===== src/rtl/seq_uart_tx.sv =====
// seq_uart_tx: sequencer-bus UART transmitter (8N1, or 8E1 with parity build).
//
// Instructions arrive on inst, qualified by inst_en, and execute at the rising
// edge where inst_en=1:
//   4'h0 NOP, 4'h1 WR imm -> holding register, 4'h2 CLR overrun,
//   4'h3 DIV imm -> bit divisor (only while idle with empty holding register),
//   4'h4..4'hF ignored.
//
// Ports:
//   clock    system clock, all state on rising edge
//   reset    asynchronous active-low reset
//   inst     [11:8] opcode, [7:0] immediate
//   inst_en  instruction valid this cycle
//   tx       serial line, idle high, LSB first, driven from a flop
//   status   {5'b0, overrun, hold_full, busy}
//
// Build option: define SEQ_UART_TX_PARITY_EN to insert an even-parity bit
// between the data bits and the stop bit.
module seq_uart_tx #(
    parameter logic [7:0] DEFAULT_DIV = 8'd15
) (
    input  logic        clock,
    input  logic        reset,
    input  logic [11:0] inst,
    input  logic        inst_en,
    output logic        tx,
    output logic [7:0]  status
);

    localparam logic [2:0] StIdle   = 3'd0;
    localparam logic [2:0] StStart  = 3'd1;
    localparam logic [2:0] StData   = 3'd2;
    localparam logic [2:0] StStop   = 3'd4;
`ifdef SEQ_UART_TX_PARITY_EN
    localparam logic [2:0] StParity = 3'd3;
`endif

    logic [2:0] state_q, state_d;
    logic [7:0] tick_q, tick_d;
    logic [2:0] bit_q, bit_d;
    logic [7:0] shift_q, shift_d;
    logic [7:0] div_q, div_d;
    logic [7:0] hold_q, hold_d;
    logic       hold_full_q, hold_full_d;
    logic       overrun_q, overrun_d;
    logic       tx_q, tx_d;
`ifdef SEQ_UART_TX_PARITY_EN
    logic       par_q, par_d;
`endif

    logic [3:0] opcode;
    logic [7:0] imm;
    logic       wr, clr, div_wr;
    logic       bit_end;
    logic       xfer;

    assign opcode  = inst[11:8];
    assign imm     = inst[7:0];
    assign wr      = inst_en && (opcode == 4'h1);
    assign clr     = inst_en && (opcode == 4'h2);
    assign div_wr  = inst_en && (opcode == 4'h3);
    assign bit_end = (tick_q == div_q);

    // Frame sequencing; xfer moves the holding register into the shifter.
    always_comb begin
        state_d = state_q;
        tick_d  = tick_q;
        bit_d   = bit_q;
        shift_d = shift_q;
`ifdef SEQ_UART_TX_PARITY_EN
        par_d   = par_q;
`endif
        xfer    = 1'b0;

        if (state_q != StIdle) begin
            tick_d = bit_end ? 8'd0 : tick_q + 8'd1;
        end

        case (state_q)
            StIdle: begin
                if (hold_full_q) xfer = 1'b1;
            end
            StStart: begin
                if (bit_end) begin
                    state_d = StData;
                    bit_d   = 3'd0;
                end
            end
            StData: begin
                if (bit_end) begin
                    shift_d = {1'b0, shift_q[7:1]};
                    bit_d   = bit_q + 3'd1;
                    if (bit_q == 3'd7) begin
`ifdef SEQ_UART_TX_PARITY_EN
                        state_d = StParity;
`else
                        state_d = StStop;
`endif
                    end
                end
            end
`ifdef SEQ_UART_TX_PARITY_EN
            StParity: begin
                if (bit_end) state_d = StStop;
            end
`endif
            StStop: begin
                // A waiting byte starts its frame with no idle gap.
                if (bit_end) begin
                    if (hold_full_q) xfer = 1'b1;
                    else             state_d = StIdle;
                end
            end
            default: state_d = StIdle;
        endcase

        if (xfer) begin
            state_d = StStart;
            tick_d  = 8'd0;
            shift_d = hold_q;
`ifdef SEQ_UART_TX_PARITY_EN
            par_d   = ^hold_q;
`endif
        end
    end

    // Holding register, overrun flag and divisor.
    always_comb begin
        hold_d      = hold_q;
        hold_full_d = hold_full_q;
        overrun_d   = overrun_q;
        div_d       = div_q;

        if (xfer) hold_full_d = 1'b0;
        if (clr)  overrun_d   = 1'b0;
        if (wr) begin
            // A write in the same cycle as a transfer refills the freed slot.
            if (hold_full_q && !xfer) begin
                overrun_d = 1'b1;
            end else begin
                hold_d      = imm;
                hold_full_d = 1'b1;
            end
        end
        if (div_wr && (state_q == StIdle) && !hold_full_q) div_d = imm;
    end

    // Line level for the cycle after this edge, so tx comes straight off a flop.
    always_comb begin
        case (state_d)
            StStart:  tx_d = 1'b0;
            StData:   tx_d = shift_d[0];
`ifdef SEQ_UART_TX_PARITY_EN
            StParity: tx_d = par_d;
`endif
            default:  tx_d = 1'b1;
        endcase
    end

    always_ff @(posedge clock or negedge reset) begin
        if (!reset) begin
            state_q     <= StIdle;
            tick_q      <= 8'd0;
            bit_q       <= 3'd0;
            shift_q     <= 8'd0;
            div_q       <= DEFAULT_DIV;
            hold_q      <= 8'd0;
            hold_full_q <= 1'b0;
            overrun_q   <= 1'b0;
            tx_q        <= 1'b1;
`ifdef SEQ_UART_TX_PARITY_EN
            par_q       <= 1'b0;
`endif
        end else begin
            state_q     <= state_d;
            tick_q      <= tick_d;
            bit_q       <= bit_d;
            shift_q     <= shift_d;
            div_q       <= div_d;
            hold_q      <= hold_d;
            hold_full_q <= hold_full_d;
            overrun_q   <= overrun_d;
            tx_q        <= tx_d;
`ifdef SEQ_UART_TX_PARITY_EN
            par_q       <= par_d;
`endif
        end
    end

    assign tx     = tx_q;
    assign status = {5'b0, overrun_q, hold_full_q, (state_q != StIdle)};

endmodule


===== config.mk =====
export PLATFORM = sky130hd
export DESIGN_NAME = seq_uart_tx
export DESIGN_NICKNAME = d
export VERILOG_FILES = /design/src/rtl/seq_uart_tx.sv
export SDC_FILE = /design/constraint.sdc
export NUM_CORES = 1
export LEC_CHECK = 0
export ABC_AREA = 0
export CORE_ASPECT_RATIO = 1.75
export CORE_MARGIN = 2
export CORE_UTILIZATION = 30
export CTS_BUF_LIST = sky130_fd_sc_hd__clkbuf_16
export DETAILED_ROUTE_END_ITERATION = 16
export REMOVE_ABC_BUFFERS = 1
export SLEW_MARGIN = 0
export SYNTH_ARGS = -nofsm -noshare
export SYNTH_HDL_FRONTEND = slang
export SYNTH_SLANG_ARGS = --single-unit

===== constraint.sdc =====
create_clock -name clock -period 2.55 [get_ports clock]
set_input_delay 0.3825 -clock clock [delete_from_list [all_inputs] [get_ports clock]]
set_output_delay 0.3825 -clock clock [all_outputs]
set_load 0.01 [all_outputs]

==> results.ini, run 1 <==
[outcome]
status=completed

[worst_setup_path]
arrival_ns=1.84
path_class=reg2out
cpPeakStageDelay_ns=0.53
r2r_setup_slack_ns=0.40
reg2reg_from=div_q[1]$_DFFE_PN1P_
path_cells=buf_4 > or3_1 > clkdlybuf4s50_1
cp_top_family=buffers and inverters
path_max_fanout=11
cp.required_ns=2.17
end_kind=output port
r2r_cells=5
crit_buf_inv=2
start_kind=register
slowest_stage=clkdlybuf4s50_1
r2r_end=hold_q[5]$_DFFE_PN0P_

[floorplanning]
initial_core_util=0.308
die_x_microns=67.2
die_h_microns=115
coreArea_sq_um=6810
dieArea_sq_um=7710
fp-row-count=40
io_pins=24

[global_routing]
antenna_found_initial=0
grt_max_degree=42
grt_pass1_wl_microns=7390
grt_pass1_vias=1476
grt_overflow=0
grtUsageTotal=0.132

[finish]
fill_cells=705
layout_commonest_cell=dfrtp_1
final_cell_mix=dfrtp_1, clkdlybuf4s50_1, nor2_1, nand2_1
design_area_sq_um=2470
nets=220
fin_cells=287
antenna_cells=0
syn2layout_area_growth_pct=17.9
drive_gt1_frac=0.212

[clocking]
cts.hold.buffers_added=0
cts_buffer_depth=2
clock-sinks=41
cts_root_buffer=clkbuf_16
cts_resized=0
postCtsSetupRepairBufs=0
cts-buffers-inserted=5
cts_tree=done
h-tree-depth=2
clk_pin_slew_worst_paths_ns=0.06
clock_latency_ns=0.29

[timing]
setup_viol=0
slew_headroom=0.375
fin_setup_tns_ns=0
finalMaxSlewViolations=0
fin_ws_ns=0.331
finalClockSkew_ns=0.00861
fmax_ghz=0.451
whs_ns=0.226
fin_crit_sh=0.870
worstMarginPinSlew_ns=0.937
grt_setup_unrepaired=false
layout_min_cycle_time_ns=2.22
hold_violations=0

[synth]
synth-seq-cells=41
synthXorXnorAreaFrac=0.0584
synthFlopType=dfrtp_1
ys_seq_area_frac=0.492
muxShareOfSynthArea=0.105
synthAdderAreaFrac=0.0179
synth_edf_count=0
avgSynthCellArea_sq_um=11.4
syn-cell-area_sq_um=2100
synth_cell_type_count=45
synth_top_family_by_area=simple AND/OR/NAND/NOR gates
async_flop_share=1.00
synth_cells=184
synthSimpleGateAreaFrac=0.162
synth_compound_area_frac=0.103
ys_warn_count=0

[detailed_routing]
wl_per_cell_microns=14.8
drt-initial-drc-count=40
drc=0
via_count=1375
final_antenna_net_count=0
first_pass_iters=4
routed_via_density=4.79
wl_microns=4240

[placement]
gp_congestion=0.734
dp_cells=279
dp_hpwl_microns=3160
dp_slack_ns=0.192
io_buffers=18
dpl_cell_area_sq_um=2320

[pwr]
p_leak_nw=1.06
peakVddDrop_uv=600
cellPowerDensity_nw_per_um2=1170

[hold_path]
hp-class=in2async

[flow_run]
maxCapViolCount=0

## metrics by stage
step / power [W] / util
finish: 0.00290 / 0.364
global route: 0.00313 / 0.364
CTS: 0.00295 / 0.364
detailed placement: 0.00228 / 0.342
global placement: 0.00225 / 0.342
floorplan: 0.00190 / -
## worst max-delay path by stage
stage                         start                     to  slack, ns  depth (start not counted)
3_3_place_gp                inst[9]  hold_q[4]$_DFFE_PN0P_       0.23                          6
6_report       state_q[0]$_DFF_PN0_              status[0]       0.33                          3
4_1_cts        state_q[0]$_DFF_PN0_              status[0]       0.32                          3
5_1_grt        div_q[1]$_DFFE_PN1P_  hold_q[1]$_DFFE_PN0P_       0.24                          5
2_1_floorplan  state_q[0]$_DFF_PN0_   div_q[4]$_DFFE_PN0P_       0.52                          3
3_5_place_dp                inst[9]  hold_q[2]$_DFFE_PN0P_       0.19                          6
## per-layer routing
metal | track usage | share of wire | vias up
li1 | - | - | 671
met1 | 0.156 | 0.42 | 671
met2 | 0.209 | 0.52 | 24
met3 | 0.0275 | 0.024 | 9
met4 | 0.0912 | 0.036 | 0
met5 | 0 | 0 | -
## report_power, final
group	switching, W	leakage (nW)	internal, W
combinational	0.000557	0.497	0.000561
clock	0.000276	0.0704	0.000368
sequential	0.000206	0.494	0.000937
## final cells by class
class	instances	area, sq um	area share
Sequential cell	41	1030	0.417
Clock buffer	5	125	0.0506
Timing Repair Buffer	21	198	0.0799
Inverter	9	33.8	0.0137
Clock inverter	3	25.0	0.0101
Multi-Input combinational cell	124	956	0.386
Tap cell	84	105	0.0425
## cells by family after synthesis
group | after synthesis
fa+ha+maj | 3
buf+inv | 23
simple gates | 59
compound gates | 26
other cells | 1
flops | 41
xor+xnor | 14
mux | 17
## flip-flops by register name, summed over array words and instances (netlist names)
| signal | count |
|---|---|
| tx | 1 |
| hold_full_q | 1 |
| bit_q | 3 |
| overrun_q | 1 |
| hold_q | 8 |
| shift_q | 8 |
| state_q | 3 |
| div_q | 8 |
| tick_q | 8 |
## synthesized netlist by cell type, drive strengths merged, types with 7 or more instances
master	number	share of area
a221o	7	0.033
and2	7	0.021
buf	10	0.036
dfrtp	36	0.43
inv	9	0.016
mux2	17	0.11
nand2	11	0.020
nor2	16	0.030
xnor2	9	0.038
No activity file was read; power rests on OpenSTA's default activity.
==> run 2, diff against run 1 <==
SKIP_LAST_GASP = 1   (was unset)
==> results of run 2 <==
The final DEF is identical to that of run 1; final timing and power are the same.
